[src/rtl/cb_search_pkg.sv]
// Shared constants and state encoding for the LSP codebook search.
// Holds data width, codebook size, ROM address width and error saturation.
package cb_search_pkg;

  localparam int N       = 32;
  localparam int AW      = 4;
  localparam int CB_SIZE = 16;

  localparam logic [N-1:0] SAT_MAX = {1'b0, {(N-1){1'b1}}};

  typedef enum logic [1:0] {
    ST_IDLE   = 2'd0,
    ST_SEARCH = 2'd1,
    ST_DONE   = 2'd2
  } state_t;

endpackage

[src/rtl/lsp_cb_search_ctrl_abs_diff.sv]
// Saturated absolute difference of two signed Q15.16 words.
// The difference is formed in N+1 bits so it can never overflow.
module cb_abs_diff
  import cb_search_pkg::*;
(
  input  logic [N-1:0] a,
  input  logic [N-1:0] b,
  output logic [N-1:0] y
);

  logic [N:0] d;
  logic [N:0] m;

  always_comb begin
    d = {a[N-1], a} - {b[N-1], b};
    m = d[N] ? (~d + {{N{1'b0}}, 1'b1}) : d;
    y = (m > {1'b0, SAT_MAX}) ? SAT_MAX : m[N-1:0];
  end

endmodule

[src/rtl/lsp_cb_search_ctrl.sv]
// Nearest-entry search over one scalar LSP codebook ROM.
// Define CB_SEARCH_EARLY_EXIT_EN to stop once the error starts rising.
module lsp_cb_search_ctrl
  import cb_search_pkg::*;
(
  input  logic          clk,
  input  logic          rst,
  input  logic          start,
  input  logic [N-1:0]  target,
  output logic [AW-1:0] rom_addr,
  input  logic [N-1:0]  rom_data,
  output logic          busy,
  output logic          done,
  output logic [AW-1:0] best_idx,
  output logic [N-1:0]  best_err
);

  state_t        state;
  state_t        state_n;
  logic [N-1:0]  target_q;
  logic [N-1:0]  run_err;
  logic [AW-1:0] run_idx;
  logic [N-1:0]  err;
  logic          take;
  logic          fin;
  logic          last;

  cb_abs_diff u_diff (
    .a (target_q),
    .b (rom_data),
    .y (err)
  );

  assign last = (rom_addr == AW'(CB_SIZE - 1));
  assign busy = (state != ST_IDLE);

  always_comb begin
    state_n = state;
    take    = 1'b0;
    fin     = 1'b0;
    unique case (state)
      ST_IDLE: begin
        if (start) state_n = ST_SEARCH;
      end
      ST_SEARCH: begin
        take = (err < run_err);
        fin  = last;
`ifdef CB_SEARCH_EARLY_EXIT_EN
        // ascending codebook: a rising error means the minimum is behind us
        if (rom_addr != '0 && err > run_err) fin = 1'b1;
`endif
        if (fin) state_n = ST_DONE;
      end
      ST_DONE: begin
        state_n = ST_IDLE;
      end
      default: state_n = ST_IDLE;
    endcase
  end

  always_ff @(posedge clk) begin
    if (rst) begin
      state    <= ST_IDLE;
      rom_addr <= '0;
      target_q <= '0;
      run_err  <= SAT_MAX;
      run_idx  <= '0;
      done     <= 1'b0;
      best_idx <= '0;
      best_err <= '0;
    end else begin
      state <= state_n;
      done  <= (state == ST_DONE);
      if (state == ST_IDLE && start) begin
        target_q <= target;
        rom_addr <= '0;
        run_err  <= SAT_MAX;
        run_idx  <= '0;
      end
      if (take) begin
        run_err <= err;
        run_idx <= rom_addr;
      end
      if (state == ST_SEARCH && !fin) rom_addr <= rom_addr + AW'(1);
      if (state == ST_DONE) begin
        best_idx <= run_idx;
        best_err <= run_err;
      end
    end
  end

endmodule

[config.mk]
export PLATFORM = sky130hd
export DESIGN_NAME = lsp_cb_search_ctrl
export DESIGN_NICKNAME = d
export VERILOG_FILES = /design/src/rtl/cb_search_pkg.sv /design/src/rtl/lsp_cb_search_ctrl_abs_diff.sv /design/src/rtl/lsp_cb_search_ctrl.sv
export SDC_FILE = /design/constraint.sdc
export NUM_CORES = 1
export LEC_CHECK = 0
export CORE_MARGIN = 1.5
export CORE_UTILIZATION = 52
export CTS_BUF_LIST = sky130_fd_sc_hd__clkbuf_2 sky130_fd_sc_hd__clkbuf_4 sky130_fd_sc_hd__clkbuf_8
export DETAILED_ROUTE_END_ITERATION = 8
export HOLD_SLACK_MARGIN = 0.1
export PLACE_DENSITY = 0.79
export SKIP_LAST_GASP = 1
export SYNTH_ARGS = -nofsm -noshare
export SYNTH_HDL_FRONTEND = slang
export SYNTH_SLANG_ARGS = --single-unit
[constraint.sdc]
create_clock -name clk -period 7.17 [get_ports clk]
set_input_delay 0.717 -clock clk [delete_from_list [all_inputs] [get_ports clk]]
set_output_delay 0.717 -clock clk [all_outputs]
set_load 0.03 [all_outputs]
==> flow_summary.yaml <==
global_routing:
  first_global_vias: 7342
  grt_max_degree: 67
  busiest_layer: "met2"
  met3_usage_pct: 2.93
  antenna_found_initial: 0
  use_met1_pct: 34.8
  grt-ovfl-total: 0
  grt_first_pass_wirelength_mm: 34.8
  grt_usage_pct: 25.3
  globalRouteMet2Util_pct: 41.3
synthesis:
  synth_warnings: 0
  ys_ff_latch: 111
  synth_enable_flop_cells: 0
  synth_top_area_share_pct: 26.8
  yosysSeqAreaShare_pct: 26.8
  synth_nets: 1236
  synth_area_leaders: "dfxtp_1 (27%), nand2_1 (9.9%), ha_1 (9.8%)"
  async_flop_share_pct: 0
  synth_top_cell_by_area: "dfxtp_1"
  synth.distinct_cells: 75
  synth_flop_cell: "dfxtp_1"
  synth.avg_cell_area_sq_um: 7.51
  syn_area_sq_um: 8290
  synth_cells: 1103
setup_path:
  r2r_setup_slack_ns: 0.76
  crit_end: "run_err[5]"
  worstPathRequired_ns: 7.46
  cp_data_arrival_time_ns: 7.08
  timing.rr.start: "target_q[0]"
  ff2ff_path_depth: 27
  crit_start: "rom_data[0]"
  criticalPathCategory: "primary input to flop"
  reg2reg_to: "run_err[5]"
  end_kind: "flop"
  startpoint_type: "primary input"
  cp_max_fo: 33
sta:
  tns_ns: 0
  worst_pin_slew_ns: 1.27
  final_hold_viol_count: 0
  setup_viol: 0
  max_freq_mhz: 147
  fin_crit_sh_pct: 94.6
  finalCriticalPeriod_ns: 6.79
  rsz0062_at_grt: "false"
  final_max_slew_viol_count: 0
  finClkSkew_ns: 0.00995
  max_slew_margin_pct: 15.1
clock_tree:
  clk_latency_ns: 0.40
  cts-hold-fix-buffers: 0
  clock_path_buffers: 2
  cts_tree: "yes"
  cts-root-buf: "clkbuf_8"
  cts.sinks: 111
  cts_buffers: 9
  clk_pin_slew_worst_paths_ns: 0.11
  htree_levels: 3
power_and_ir_drop:
  power_mw: 1.68
  p_leak_nw: 4.21
  ir_drop_v: 0.0000920
  cellPowerDensity_nw_per_um2: 171
die:
  die_h_um: 129
  io-pin-count: 109
  die_area_sq_um: 16700
  start_util_pct: 53.9
  core_area_sq_um: 15400
  fp-row-count: 45
  fp.dieW_um: 129
final_layout:
  layout_common_cells: "nand2_1 (219), dfxtp_1 (111), clkdlybuf4s50_1 (107)"
  instances_no_fill: 1399
  multi_input_area_sq_um: 5500
  diodes: 0
  syn2layout_area_growth_pct: 18.4
  fillerInstances: 1397
  regArea_sq_um: 2220
  final_nets: 1317
  final_common_cell: "nand2_1"
  drive_gt1_share_pct: 6.57
detailed_routing:
  viasPerCell: 5.81
  first_iter_violations: 660
  antenna_left: 0
  first_pass_iters: 5
  drc: 0
  wl_per_cell_um: 14.5
  vias: 8131
  wl_mm: 20.3
min_path:
  hold_class: "flop to flop"
placement:
  portBuffers: 108
  place.detailed.hpwl_mm: 15.2
  place_inst: 1384
  globalplace.congestion: 0.909
status:
  status: "finished, final reports clean"
run:
  maxCapViolations: 0
-- worst max-delay path: stages --
cell,delay [ns]
clkdlybuf4s50_1,0.41
ha_1,0.22
fa_1,0.39
nand2b_1,0.21
a211oi_4,0.33
o21ai_1,0.14
a211oi_2,0.28
o21ai_0,0.21
a2111oi_4,0.47
nand4bb_4,0.20
nor4b_4,0.37
mux2i_4,0.30
buf_12,0.20
nand2_1,0.07
ha_1,0.29
a21o_1,0.16
a21o_1,0.17
a21o_1,0.17
a21o_1,0.16
a21o_1,0.16
a21o_1,0.17
a21oi_1,0.14
o2111ai_1,0.18
a21oi_2,0.23
buf_4,0.31
o2111ai_1,0.19
o41a_1,0.19
-- what timing repair did --
item                                    CTS  global route
resized for setup                         0             2
endpoints found under the setup margin    0            14
buffers inserted                          0             0
-- worst min-delay path by stage --
stage,from,endpoint,cells past startpoint
floorplan,run_err[29],best_err[29],2
global placement,best_err[16],best_err[16],2
detailed placement,best_err[12],best_err[12],2
CTS,best_err[12],best_err[12],2
global route,best_err[26],best_err[26],2
finish,best_err[8],best_err[8],2
-- through the flow --
stage	hold slack [ns]	area, sq um	utilization (%)	setup slack (ns)
2_1_floorplan	0.432	8290	-	0.276
3_3_place_gp	0.442	9630	62.7	0.168
3_5_place_dp	0.448	9630	62.7	-0.0228
4_1_cts	0.463	9800	63.8	0.387
5_1_grt	0.478	9810	63.8	0.00831
6_report	0.459	9810	63.8	0.384
-- cell usage after synthesis (3+ instances only) --
| cell type | number |
|---|---|
| a211oi_1 | 8 |
| a211oi_2 | 3 |
| a21boi_0 | 5 |
| a21boi_1 | 3 |
| a21o_1 | 29 |
| a21oi_1 | 106 |
| a21oi_2 | 3 |
| a221oi_1 | 3 |
| a311oi_1 | 3 |
| a31oi_1 | 6 |
| a41oi_1 | 3 |
| and2_1 | 10 |
| and3_1 | 3 |
| buf_1 | 8 |
| buf_2 | 12 |
| clkbuf_1 | 49 |
| dfxtp_1 | 111 |
| ha_1 | 65 |
| inv_1 | 79 |
| mux2i_1 | 7 |
| nand2_1 | 219 |
| nand2b_1 | 7 |
| nand3_1 | 21 |
| nand3b_1 | 3 |
| nand4_1 | 15 |
| nor2_1 | 49 |
| nor2b_1 | 4 |
| nor3_1 | 23 |
| nor4_1 | 7 |
| o2111ai_1 | 30 |
| o211a_1 | 4 |
| o211ai_1 | 7 |
| o21a_1 | 7 |
| o21ai_0 | 39 |
| o21ai_1 | 4 |
| o22ai_1 | 3 |
| o31a_1 | 3 |
| o31ai_1 | 13 |
| o41a_1 | 27 |
| o41ai_1 | 3 |
| or2_2 | 6 |
| or3_1 | 7 |
| or4_1 | 3 |
| xnor2_1 | 17 |
| xor2_1 | 30 |
-- cell families after synthesis --
kind of cell / count (synthesis) / synth area share, %
simple gates: 385 / 21.1
compound gates: 335 / 28.8
mux: 8 / 1.01
xor+xnor: 47 / 4.97
other cells: 1 / 0.0453
fa+ha+maj: 66 / 10.1
flops: 111 / 26.8
buf+inv: 150 / 7.11
-- sequential cells by signal, indices dropped and copies added (netlist names) --
| name | cells |
|---|---|
| target_q | 32 |
| rom_addr | 4 |
| run_idx | 4 |
| done | 1 |
| best_idx | 4 |
| state | 2 |
| best_err | 32 |
| run_err | 32 |
-- report_power, final --
group / internal, mW / leakage [nW] / switching [mW]
Clock: 0.133 / 0.0885 / 0.231
Sequential: 0.643 / 0.903 / 0.0203
Combinational: 0.272 / 3.22 / 0.382
-- per-layer routing --
| metal | vias to the layer above | share of wire [%] |
|---|---|---|
| met5 | - | 0 |
| met4 | 0 | 1.4 |
| met3 | 23 | 5.0 |
| met2 | 239 | 46 |
| met1 | 3760 | 47 |
| li1 | 4109 | - |
-- cell type report --
type | instances | share of cell area [%]
Timing Repair Buffer | 141 | 13.8
Sequential cell | 111 | 22.7
Clock buffer | 10 | 1.34
Multi-Input combinational cell | 842 | 56.1
Inverter | 79 | 3.02
Clock inverter | 5 | 0.421
Tap cell | 211 | 2.69
Power figures use the tool's default switching activity.
==> RTL change 1: new RTL, same flow settings <==
Add a define of `CB_SEARCH_EARLY_EXIT_EN`.
--- a/src/rtl/lsp_cb_search_ctrl.sv
+++ b/src/rtl/lsp_cb_search_ctrl.sv
@@ -2,2 +2,4 @@
 // Define CB_SEARCH_EARLY_EXIT_EN to stop once the error starts rising.
+`define CB_SEARCH_EARLY_EXIT_EN
+
 module lsp_cb_search_ctrl
Formal check against the unedited RTL: not equivalent (a bounded check fails within 4 cycles, from zero or initial values and one cycle with rst high).
==> RTL change 1 against the unedited design <==
  * Wire length decreased by 12%
  * Clock skew increased by 0.0019 ns
  * Fmax about the same
  * Total power increased by 0.78%
  * Synthesized area decreased by 5.8%
  * Via count decreased by 9.6%
  * Setup slack got worse by 0.0042 ns
  * Sequential share of layout area increased by 1.4 points
  * Global-route usage decreased by 2.3 points
  * Cell area decreased by 5.7%
  * Sequential cell count unchanged
==> RTL change 1: results (changes against the unedited design) <==
Met3 wire len -> 732 um (-28%)
Cell-internal power -> 1.07 mW (+2.0%)
Hold wc startpoint -> best_err[17]
Via/cell ratio -> 5.48 (-5.8%)
Hold slack final -> 0.458 ns (-0.00134 ns)
Clk_lat worst skew -> 0.38 ns (-0.02 ns)
First-pass iteration count of the detailed router -> 7 (+2)
Syn Inst Count -> 1068 (-3.2%)
Gr usage total -> 23.0% (-2.3 points)
Setup WS pre-CTS -> -0.0690 ns (-0.0462 ns)
Seq/Total Area, Yosys -> 28.5% (+1.6 points)
Slew Limit Headroom -> 43.0% (+28 points)
CP max stage delay -> 0.50 ns (+0.03 ns)
Per-cell routed wire length -> 13.3 um (-8.2%)
Synth cell count leaders -> nand2_1, a21oi_1, dfxtp_1, nor2_1, inv_1
DRT met1 WL -> 8790 um (-8.4%)
First DRT Iteration DRCs -> 443 (-33%)
M3 GR Usage -> 2.74% (-0.19 points)
Met1 Use GR -> 31.1% (-3.7 points)
Layout net count -> 1288 (-2.2%)
FF-to-FF path depth -> 28 (+3.7%)
Critical path peak fanout -> 20 (-39%)
Reg2Reg Capture Point -> rom_addr[0]
Gpl congestion -> 0.918 (+0.98%)
Hpwl dp -> 13900 um (-8.8%)
Status -> complete, no violations
M2 GR Usage -> 37.8% (-3.5 points)
[RTL change 1: changes by cell type after synthesis, sizes merged, moves of 6 or more]
cell and delta:
o31ai -8, o21ai -7, o41a -27, nand2 -6
o2111ai -26, xor2 -7, xnor2 +12, clkbuf -19
a21oi +45, nor2 +36, a21boi -6
[RTL change 1: cells by family (layout without fill, tap and decap cells)]
family                     after synthesis  after routing  share of synthesized area [%]
AOI/OAI and AO/OA                      280            280                           22.4
DFF                                    111            111                           28.5
adders and majority gates               68             68                           11.0
buffers and inverters                  128            218                           6.56
muxes                                    8              8                           1.07
other                                    1              1                         0.0480
and+or+nand+nor                        420            420                           24.6
xor gates and xnor gates                52             52                           5.93
[RTL change 1: how the worst max path moves through the flow]
stage	startpoint	end	slack, ns	depth (start not counted)
after floorplan	rom_data[0]	rom_addr[0]	0.86	26
after global placement	rom_data[0]	rom_addr[0]	0.17	28
after detailed placement	rom_data[0]	rom_addr[0]	-0.07	28
after CTS	rom_data[0]	rom_addr[0]	0.31	28
after global routing	rom_data[0]	rom_addr[0]	0.03	28
final	rom_data[0]	rom_addr[0]	0.38	28
[RTL change 1: area by class of cell]
class | instances | area (um2) | area share, %
Clock buffer | 12 | 165 | 1.78
Sequential cell | 111 | 2220 | 24.0
Timing Repair Buffer | 126 | 1210 | 13.1
Tap cell | 184 | 230 | 2.49
Multi-Input combinational cell | 829 | 5110 | 55.2
Clock inverter | 4 | 35.0 | 0.379
Inverter | 76 | 285 | 3.08
[RTL change 1: power by group through the flow]
stage	combinational [mW]	sequential [mW]	clock, mW
after floorplan	0.474	0.672	0
after global placement	0.636	0.669	0
after detailed placement	0.649	0.670	0
after CTS	0.652	0.656	0.391
after global routing	0.734	0.659	0.416
final	0.656	0.656	0.383
==> RTL change 2: new RTL, same settings <==
Without the edit above. Remove the register `done`: a continuous assignment takes its place, so the output `done` follows one clock earlier.
--- a/src/rtl/lsp_cb_search_ctrl.sv
+++ b/src/rtl/lsp_cb_search_ctrl.sv
@@ -67,3 +67,2 @@
       run_idx  <= '0;
-      done     <= 1'b0;
       best_idx <= '0;
@@ -72,3 +71,2 @@
       state <= state_n;
-      done  <= (state == ST_DONE);
       if (state == ST_IDLE && start) begin
@@ -91,2 +89,4 @@
 
+  assign done = (state == ST_DONE);
+
 endmodule
Check against the original RTL: no difference found for any inputs over 10 cycles, from zero or initial values and one cycle with rst high; that may be too few to reach the edited logic, so the function may still have changed.
==> RTL change 2 against the unedited design <==
  * Wire length grew 1.7%
  * Sequential cell count down 1
  * Final cell count rose by 2.6%
  * Setup slack got worse by 0.013 ns
  * Die area is 0.32% higher
  * Synthesized area up 0.33%
  * Cell area up 1.0%
  * Total power is 2.9% higher
  * Critical endpoint is now run_err[10]
  * Fmax down 0.19%
==> RTL change 2: results (changes against the unedited design) <==
Worst hold path endpoint -> best_err[1]
M2 GR Usage -> 41.3% (+0.063 points)
Hold Crit Depth -> 2 (unchanged)
Hold slack final -> 0.458 ns (-0.00104 ns)
First DRT Iteration DRCs -> 520 (-21%)
Largest net degree at the start of global routing -> 68 (+1.5%)
Critical path peak fanout -> 24 (-27%)
Slowest CP cell -> or4_4
First-pass GRT wire length -> 34500 um (-0.75%)
Fraction of registers with async set/reset -> 0% (unchanged)
Slew Limit Headroom -> 21.8% (+6.6 points)
Per-cell routed wire length -> 14.4 um (-0.95%)
Vias in the first global route -> 7367 (+0.34%)
Met1 Use GR -> 33.5% (-1.3 points)
Reg2Reg Setup Slack -> 0.76 ns (about the same)
Gpl congestion -> 0.951 (+4.6%)
M3 GR Usage -> 3.30% (+0.37 points)
Max VDD drop -> 0.114 mV (+24%)
Clk_lat worst skew -> 0.42 ns (+0.02 ns)
Hold wc startpoint -> best_err[1]
Root Buffer -> clkbuf_8
Mapped Nets -> 1255 (+1.5%)
Status -> complete, no violations
Port buffer count -> 108 (unchanged)
Inserted Clock Buffers -> 9 (unchanged)
Syn Inst Count -> 1122 (+1.7%)
Top cells by area, synth -> dfxtp_1, ha_1, nand2_1
Clock Skew -> 0.0153 ns (+0.00536 ns)
Share of cells above drive strength 1 -> 5.98% (-0.58 points)
Seq/Total Area, Yosys -> 26.5% (-0.33 points)
Static Leak -> 4.16 nW (-1.1%)
Reg2Reg Capture Point -> run_err[10]
Gr usage total -> 25.3% (about the same)
Post-synth cell types -> 71 (-5.3%)
Layout net count -> 1348 (+2.4%)
CP max stage delay -> 0.59 ns (+0.12 ns)
Top flop regs -> best_err x32, run_err x32, target_q x32
Synth cell count leaders -> nand2_1, a21oi_1, dfxtp_1, nor2_1, inv_1
Via/cell ratio -> 5.69 (-2.2%)
FF-to-FF path depth -> 29 (+7.4%)
Hpwl dp -> 15600 um (+2.7%)
Fin cells -> 1436 (+2.6%)
[RTL change 2: cell types whose count changed in the layout (fill, tap and decap cells not counted), sizes merged, moves of 7 or more]
cell,change
a211oi,+27
a21boi,-7
a21oi,+21
inv,-7
mux2i,+31
nand2,-34
nand2b,+31
nor2,+37
o2111ai,-29
o21ai,-8
o31ai,-8
o41a,-26
xnor2,+11
xor2,-13
[RTL change 2: worst register-to-register path, delay by kind of cell (launching register included)]
family          cells  cell delay [ns]
fa+ha+maj           3             0.85
xor+xnor            1             0.14
simple gates        7             1.81
compound gates     12             2.02
mux                 1             0.19
buf+inv             5             0.99
flops               1             0.35
[RTL change 2: worst max-delay path by stage]
stage | from | cells after the start | to
6_report | rom_data[11] | 29 | run_err[10]
5_1_grt | rom_data[19] | 29 | run_err[3]
3_3_place_gp | rom_data[0] | 29 | run_err[22]
3_5_place_dp | rom_data[0] | 29 | run_err[22]
2_1_floorplan | rom_data[0] | 29 | run_err[14]
4_1_cts | rom_data[0] | 29 | run_err[22]
[RTL change 2: where the power goes]
group	switching, mW	leakage (nW)	internal [mW]
Sequential	0.0154	0.894	0.632
Clock	0.249	0.0867	0.134
Combinational	0.402	3.18	0.299
Total	0.666	4.16	1.06
[RTL change 2: cell type report]
type,instances,area [um2]
Tap cell,216,270
Multi-Input combinational cell,877,5570
Sequential cell,110,2200
Clock inverter,7,67.6
Timing Repair Buffer,144,1400
Inverter,73,274
Clock buffer,9,124
Fill cell,1450,5860
[RTL change 2: logic make-up after synthesis]
kind of cell	Yosys count	synth area share, %
buf+inv	135	6.91
fa+ha+maj	66	10.0
simple gates	421	23.7
mux	40	4.83
flops	110	26.5
compound gates	304	23.3
xor+xnor	45	4.74
other cells	1	0.0451
[RTL change 2: routing by layer]
metal  up-vias  part of all wire [%]
li1       4120                     -
met1      3772                    46
met2       226                    47
met3        47                   4.6
met4         0                   2.9
met5         -                     0
[RTL change 2: stage by stage]
step | setup slack [ns] | area [um2]
4_1_cts | 0.393 | 9860
3_5_place_dp | 0.00384 | 9670
3_3_place_gp | 0.121 | 9670
2_1_floorplan | 0.510 | 8310
5_1_grt | 0.0118 | 9910
6_report | 0.371 | 9910
